### config.mk
export PLATFORM = sky130hd
export DESIGN_NAME = bcd_down_timer
export DESIGN_NICKNAME = d
export VERILOG_FILES = /design/src/rtl/bcd_timer_pkg.sv /design/src/rtl/bcd_digit_down.sv /design/src/rtl/bcd_down_timer.sv
export SDC_FILE = /design/constraint.sdc
export NUM_CORES = 1
export LEC_CHECK = 0
export ABC_AREA = 1
export CAP_MARGIN = 20
export CORE_ASPECT_RATIO = 0.7
export CORE_MARGIN = 1
export CORE_UTILIZATION = 24
export DETAILED_ROUTE_END_ITERATION = 8
export PLACE_DENSITY = 0.4
export SYNTH_ARGS = -nofsm -noshare
export SYNTH_HDL_FRONTEND = slang
export SYNTH_SLANG_ARGS = --single-unit
export TNS_END_PERCENT = 30
### constraint.sdc
create_clock -name clk -period 2.47 [get_ports clk]
set_clock_uncertainty 0.2 [all_clocks]
set_input_delay 0.6175 -clock clk [delete_from_list [all_inputs] [get_ports clk]]
set_output_delay 0.6175 -clock clk [all_outputs]
set_load 0.005 [all_outputs]
### src/rtl/bcd_timer_pkg.sv
// -----------------------------------------------------------------------------
// bcd_timer_pkg
// Shared definitions for the BCD down-counting timer:
//   - FSM state encoding (IDLE / RUN / PAUSED)
//   - BCD_MAX, the largest legal decade digit value
//   - bcd_valid(), a per-digit legality check used when screening presets
// -----------------------------------------------------------------------------
package bcd_timer_pkg;

  localparam logic [1:0] IDLE   = 2'd0;
  localparam logic [1:0] RUN    = 2'd1;
  localparam logic [1:0] PAUSED = 2'd2;

  localparam logic [3:0] BCD_MAX = 4'd9;

  function automatic logic bcd_valid(input logic [3:0] digit);
    return (digit <= BCD_MAX);
  endfunction

endpackage

### src/rtl/bcd_digit_down.sv
// -----------------------------------------------------------------------------
// bcd_digit_down
// One decade digit of the down counter.
// Ports:
//   clk        in   rising-edge clock
//   reset_n    in   asynchronous active-low reset (digit -> 0)
//   load       in   overwrite the digit with load_val (wins over decrement)
//   load_val   in   4-bit value to load
//   dec_en     in   decrement strobe shared by all digits of the chain
//   borrow_in  in   all lower digits are zero (tie high for digit 0)
//   digit      out  current digit value, registered
//   borrow_out out  digit is zero; feeds the borrow chain of the next digit
// -----------------------------------------------------------------------------
module bcd_digit_down
  import bcd_timer_pkg::*;
(
  input  logic       clk,
  input  logic       reset_n,
  input  logic       load,
  input  logic [3:0] load_val,
  input  logic       dec_en,
  input  logic       borrow_in,
  output logic [3:0] digit,
  output logic       borrow_out
);

  logic [3:0] digit_q;
  logic [3:0] digit_d;

  always_comb begin
    digit_d = digit_q;
    if (load) begin
      digit_d = load_val;
    end else if (dec_en && borrow_in) begin
      // A zero digit that is asked to decrement wraps to 9 (it is lending).
      digit_d = (digit_q == 4'd0) ? BCD_MAX : (digit_q - 4'd1);
    end
  end

  always_ff @(posedge clk or negedge reset_n) begin
    if (!reset_n) begin
      digit_q <= 4'd0;
    end else begin
      digit_q <= digit_d;
    end
  end

  assign digit      = digit_q;
  assign borrow_out = (digit_q == 4'd0);

endmodule

### src/rtl/bcd_down_timer.sv
// -----------------------------------------------------------------------------
// bcd_down_timer
// Multi-digit BCD down-counting timer. A BCD preset is loaded over a
// valid/ready handshake and counted down one step per qualified tick, with the
// borrow rippling from digit to digit. A one-cycle done pulse marks terminal
// count; with auto_reload the preset is reloaded and counting continues.
// Ports:
//   clk          in   rising-edge clock
//   reset_n      in   asynchronous active-low reset
//   load_valid   in   preset offered
//   load_ready   out  preset accepted when load_valid & load_ready (combinational)
//   load_data    in   BCD preset, digit 0 in [3:0]
//   start        in   begin / resume counting
//   stop         in   pause counting
//   clear        in   count <= preset, go IDLE
//   auto_reload  in   reload preset at terminal count instead of halting
//   tick         in   count-enable strobe
//   count        out  current BCD value (registered)
//   busy         out  high while in RUN (registered)
//   done         out  one-cycle terminal-count pulse (registered)
//   load_err     out  one-cycle pulse after a rejected preset (registered)
// -----------------------------------------------------------------------------
module bcd_down_timer
  import bcd_timer_pkg::*;
#(
  parameter int DIGITS = 4
) (
  input  logic                clk,
  input  logic                reset_n,
  input  logic                load_valid,
  output logic                load_ready,
  input  logic [4*DIGITS-1:0] load_data,
  input  logic                start,
  input  logic                stop,
  input  logic                clear,
  input  logic                auto_reload,
  input  logic                tick,
  output logic [4*DIGITS-1:0] count,
  output logic                busy,
  output logic                done,
  output logic                load_err
);

  localparam int W = 4 * DIGITS;

  logic [1:0]        state_q, state_d;
  logic [W-1:0]      preset_q, preset_d;
  logic              busy_q;
  logic              done_q, done_d;
  logic              load_err_q, load_err_d;

  logic [DIGITS-1:0] digit_zero;
  logic [DIGITS-1:0] digit_ok;
  // borrow_chain[i] is high when every digit below i is zero.
  logic [DIGITS:0]   borrow_chain;
  logic [W-1:0]      count_w;

  logic              load_accept;
  logic              load_good;
  logic              terminal;
  logic              tick_run;
  logic              tick_dec;
  logic              tick_term;
  logic              digit_load;
  logic [W-1:0]      digit_load_val;

  assign load_ready  = ((state_q == IDLE) || (state_q == PAUSED)) && !clear;
  assign load_accept = load_valid && load_ready;
  assign load_good   = &digit_ok;

  assign borrow_chain[0] = 1'b1;
  assign terminal        = borrow_chain[DIGITS];

  // A tick only counts in RUN when no higher-priority control is present;
  // this also drops the tick that arrives together with start.
  assign tick_run  = (state_q == RUN) && tick && !clear && !stop && !start;
  assign tick_dec  = tick_run && !terminal;
  assign tick_term = tick_run && terminal;

  genvar gi;
  generate
    for (gi = 0; gi < DIGITS; gi++) begin : g_digit
      assign digit_ok[gi]         = bcd_valid(load_data[4*gi +: 4]);
      assign borrow_chain[gi + 1] = borrow_chain[gi] & digit_zero[gi];

      bcd_digit_down u_digit (
        .clk        (clk),
        .reset_n    (reset_n),
        .load       (digit_load),
        .load_val   (digit_load_val[4*gi +: 4]),
        .dec_en     (tick_dec),
        .borrow_in  (borrow_chain[gi]),
        .digit      (count_w[4*gi +: 4]),
        .borrow_out (digit_zero[gi])
      );
    end
  endgenerate

  always_comb begin
    state_d        = state_q;
    preset_d       = preset_q;
    done_d         = 1'b0;
    load_err_d     = 1'b0;
    digit_load     = 1'b0;
    digit_load_val = preset_q;

    // Loads are only accepted in IDLE/PAUSED, reloads only happen in RUN and
    // clear blocks acceptance, so at most one source drives the digit load.
    if (load_accept) begin
      if (load_good) begin
        preset_d       = load_data;
        digit_load     = 1'b1;
        digit_load_val = load_data;
      end else begin
        load_err_d = 1'b1;
      end
    end

    if (state_q != IDLE && state_q != RUN && state_q != PAUSED) begin
      state_d = IDLE;
    end

    if (clear) begin
      state_d        = IDLE;
      digit_load     = 1'b1;
      digit_load_val = preset_q;
    end else if (stop) begin
      if (state_q == RUN) begin
        state_d = PAUSED;
      end
    end else if (start) begin
      state_d = RUN;
    end else if (tick_term) begin
      done_d = 1'b1;
      if (auto_reload) begin
        digit_load     = 1'b1;
        digit_load_val = preset_q;
      end else begin
        state_d = IDLE;
      end
    end
  end

  always_ff @(posedge clk or negedge reset_n) begin
    if (!reset_n) begin
      state_q    <= IDLE;
      preset_q   <= '0;
      busy_q     <= 1'b0;
      done_q     <= 1'b0;
      load_err_q <= 1'b0;
    end else begin
      state_q    <= state_d;
      preset_q   <= preset_d;
      busy_q     <= (state_d == RUN);
      done_q     <= done_d;
      load_err_q <= load_err_d;
    end
  end

  assign count    = count_w;
  assign busy     = busy_q;
  assign done     = done_q;
  assign load_err = load_err_q;

endmodule

* Yosys cells after proc, flatten, opt, wreduce, memory -nomap -nowiden *
Cells that the tools add are included.

word-level totals
  output and inout port bits = 20
  flip-flop bits (word level) = 37
  word-level logic and storage cells = 93

cells by class
  reduce and logical (&&, ||, !) cells = 29
  bitwise operators = 3
  muxes and demuxes = 39
  magnitude comparators = 4
  eq/ne operators = 5
  add/sub/neg operators = 4

operator list
  cell                 number
  $mux 16              7
  $mux 4               12
  $le 4x4->1 const B   4
  $logic_not 4->1      4
  $sub 4x1->4 const B  4
  $mux 2               7
  $logic_and 1x1->1    13
  $mux 1               13
  $reduce_bool 2->1    5
  $eq 2x1->1 const B   2
  $logic_not 1->1      4
  $reduce_and 4->1     1
  $and 1x1->1          3
  $eq 2x2->1 const B   1
  $logic_not 2->1      1
  $ne 2x1->1 const B   1
  $ne 2x2->1 const B   1
  $logic_or 1x1->1     1

* Logic depth before layout (Yosys ltp) *
  depth after elaboration = 11
  depth in mapped cells = 12

* Hierarchy *
From an unflattened synthesis, not the netlist that was laid out.

second synthesis, totals
  cells, all modules = 367
  area total of the unflattened synthesis = 2552.4 sq um

modules (own cells, without submodules)
  module          instances  area an instance (sq um)  seq. area each (sq um)  cells each
  bcd_down_timer  1          1446.4                    525.5                   211
  bcd_digit_down  4          276.5                     100.1                   39

* Least setup slack after synthesis *
OpenSTA, ideal clock, no wires.

  path type = input-to-reg
  from = in stop
  to = reg g_digit[3].u_digit.digit_q[3]
  arrival time = 1.643 ns
  stages on the path = 11
  setup slack = 0.511 ns
  cells stage by stage = nor2_1 > nand2_1 > nor2_4 > nand4_4 > nand2_4 > buf_6 > nand2_1 > nand2_1 > nand2_1 > nand2_1 > nand2_1

on the way
  longest elaborated chain between the ends = 9
  elaborated cells between the ends (all ways) = 16
  those cells by class = mux: 9; reduce/logical: 7

RTL lines
  item                                         line                   text
  start: declaration                           bcd_down_timer.sv:34   input logic stop,
  $logic_not 1->1                              bcd_down_timer.sv:76   assign tick_run = (state_q == RUN) && tick && !clear && !stop && !start;
  $logic_and 1x1->1 (2 in series)              bcd_down_timer.sv:76
  $logic_and 1x1->1                            bcd_down_timer.sv:78   assign tick_term = tick_run && terminal;
  $mux 16 or $mux 1 (tied branches)            bcd_down_timer.sv:133  end else if (tick_term) begin
  $mux 16 or $mux 1 (tied branches)            bcd_down_timer.sv:131  end else if (start) begin
  $mux 16 or $mux 1 (tied branches)            bcd_down_timer.sv:127  end else if (stop) begin
  $mux 16 or $mux 1 (tied branches)            bcd_down_timer.sv:123  if (clear) begin
  $mux 4 or $reduce_bool 2->1 (tied branches)  --
  end signal: assignment                       bcd_digit_down.sv:44   digit_q <= digit_d;
  end: declaration                             bcd_digit_down.sv:27   logic [3:0] digit_q;

Parallel ways exist; a longest one is shown, timed or not.
A chain may end at the register's enable or synchronous reset.

* Worst setup path after layout *
  from = in clear
  to = out load_ready

on the way
  longest elaborated chain between the ends = 2

RTL lines
  item                line                  text
  start: declaration  bcd_down_timer.sv:35  input logic clear,
  $logic_not 1->1     bcd_down_timer.sv:67  assign load_ready = ((state_q == IDLE) || (state_q == PAUSED)) && !clear;
  $logic_and 1x1->1   bcd_down_timer.sv:67
  end: declaration    bcd_down_timer.sv:31  output logic load_ready,

Every way passes these cells.

==> impl_metrics.ini <==
[outcome]
status = finished clean

[critical_path]
crit_path_top_delay_cell = clkdlybuf4s50_1
r2r-start = g_digit[1].u_digit.digit[0]
crit_path_start_kind = input pin
worstSetupPathType = input pin to output port
endpoint_kind = output port
cp.arrival_ns = 1.52
r2r_slack_ns = 0.51
critical_path.max_stage_delay_ns = 0.51
crit_chain = dlygate4sd2_1 -> nor2_2 -> clkdlybuf4s50_1
rr_worst_depth = 10
worst-path-max-fanout = 3
timing.rr.end = g_digit[2].u_digit.digit[0]
required_ns = 1.65

[synth]
yosys_register_bits = 37
syn_nets = 371
ys_seq_area_frac = 0.399
synth_edf_count = 0
ys_warn_count = 0
synthesis.instances = 344
postSynth.asyncResetShare = 1.00
synth_ff_type = dfrtp_1
netlist.area_leader.share = 0.399
synth_top_area_cell = dfrtp_1
yosys-top-cells-area = dfrtp_1 (40%), nand2_1 (20%), inv_1 (7.4%)
syn_avg_cell_area_sq_um = 6.74
yosysUniqueCellTypes = 25
syn-cell-area_sq_mm = 0.00232

[grt]
track_usage = 0.143
grt_pass1_vias = 2124
grt_pass1_wl_um = 11000
antenna_found_initial = 0
globalRouteOverflowTotal = 0
grt_max_degree = 38

[placement]
gp_congestion = 0.762
dpl_cell_area_sq_mm = 0.00309
numPortBuffers = 43
detailed_place_hpwl_um = 4960

[clock_tree]
cts_root_buf = clkbuf_16
cts_resized = 2
clockBufferDepth = 2
clk_pin_slew_worst_paths_ns = 0.06
post_cts_buffers = 0
cts_sinks = 37
htree_levels = 2
cts_buffers = 5
clkLatencyLatePin_ns = 0.29
holdBufCountCts = 0
cts_tree = done

[pwr]
ir_drop_mv = 0.181
p_per_area_mw_per_mm2 = 627
leakage_nw = 1.68

[sta]
worst_pin_slew_ns = 0.517
fin_crit_ns = 2.34
maxSlewViolCount = 0
setup_tns_ns = 0
finalCritPeriodShare = 0.948
rsz0062_at_grt = false
hold-worst-slack_ns = 0.197
clock.fmax_ghz = 0.427
finalSetupViolations = 0
slew-limit-headroom = 0.655
final_hold_viol_count = 0

[floorplan]
start_util = 0.252
design.portCount = 44
rows = 29
die_height_um = 84.3
core_sq_mm = 0.00922
die_area_sq_mm = 0.0101
die_w_um = 120

[final_layout]
n_antenna_cell = 0
fin_area_sq_mm = 0.00324
fin_nets = 440
area_growth_pct = 39.5
drive_above_1_share = 0.131
layout_common_cells = nand2_1 (123), inv_1 (46), clkdlybuf4s50_1 (41)
layout_commonest_cell = nand2_1
final_util = 0.351

[detailed_routing]
ant_nets = 0
via_per_inst = 4.17
wl_per_cell_um = 12.2
drc = 0
drt_iter0_markers = 87
drt_wl_total_um = 6530
vias = 2240
first_pass_iters = 4

[hold_path]
hold_class = input pin to asynchronous set/reset pin

[flow_run]
cap_violations = 0
## logic make-up (layout without fill, tap and decap cells)
group,Yosys count,in the layout,share of synthesized area
AND/OR/NAND/NOR,210,210,0.406
buffers and inverters,59,128,0.101
flip-flops,37,37,0.399
AO/OA/AOI/OAI,34,34,0.0744
adder cells (fa/ha/maj),3,3,0.0162
XOR/XNOR,1,1,0.00378
## critical path: cells and delay by family
family	cells	cell delay (ns)
buffers and inverters	2	0.78
AND/OR/NAND/NOR	1	0.13
## state kept, by name (all words and copies together) (netlist names)
signal / count
load_err: 1
preset_q: 16
g_digit.u_digit.digit: 16
done: 1
state_q: 2
busy: 1
## stage by stage
stage,worst slack [ns],instances,total power [W]
final,0.128,537,0.00203
after global routing,0.0403,537,0.00219
after CTS,0.117,537,0.00207
after detailed placement,-0.0879,530,0.00140
after global placement,-0.0868,530,0.00140
after floorplan,0.511,344,0.00113
## Yosys cell counts, types with 4 or more instances
cell type	count
nor2_1	29
buf_2	4
dfrtp_1	37
nand3_1	31
nand4_1	12
o21ai_0	29
nor2_4	4
inv_1	46
nand2_1	123
## layer usage
| layer | global-route usage | wire [um] | up-vias |
|---|---|---|---|
| met5 | 0 | 0 | - |
| met4 | 0.0477 | 84 | 0 |
| met3 | 0.0408 | 335 | 8 |
| met2 | 0.183 | 2410 | 49 |
| met1 | 0.220 | 3710 | 968 |
| li1 | - | - | 1215 |
## where the power goes
part / leakage [nW] / internal [W] / total, W / switching, W
Clock: 0.0700 / 0.000397 / 0.000646 / 0.000249
Combinational: 1.17 / 0.000271 / 0.000576 / 0.000304
Sequential: 0.446 / 0.000730 / 0.000808 / 0.0000781
## final cells by class
type	instances	area, sq um
multi-input combinational	248	1160
inverter	49	184
fill	1038	5980
tap	124	155
sequential	37	926
timing repair buffer	72	667
clock buffer	7	143
## worst max path at each step
| stage | end | start |
|---|---|---|
| 2_1_floorplan | g_digit[3].u_digit.digit[3] | stop |
| 3_3_place_gp | g_digit[1].u_digit.digit[0] | stop |
| 3_5_place_dp | g_digit[1].u_digit.digit[0] | stop |
| 4_1_cts | load_ready | clear |
| 5_1_grt | g_digit[3].u_digit.digit[2] | load_data[5] |
| 6_report | load_ready | clear |
Note: power is estimated with default switching activity, not from simulation.
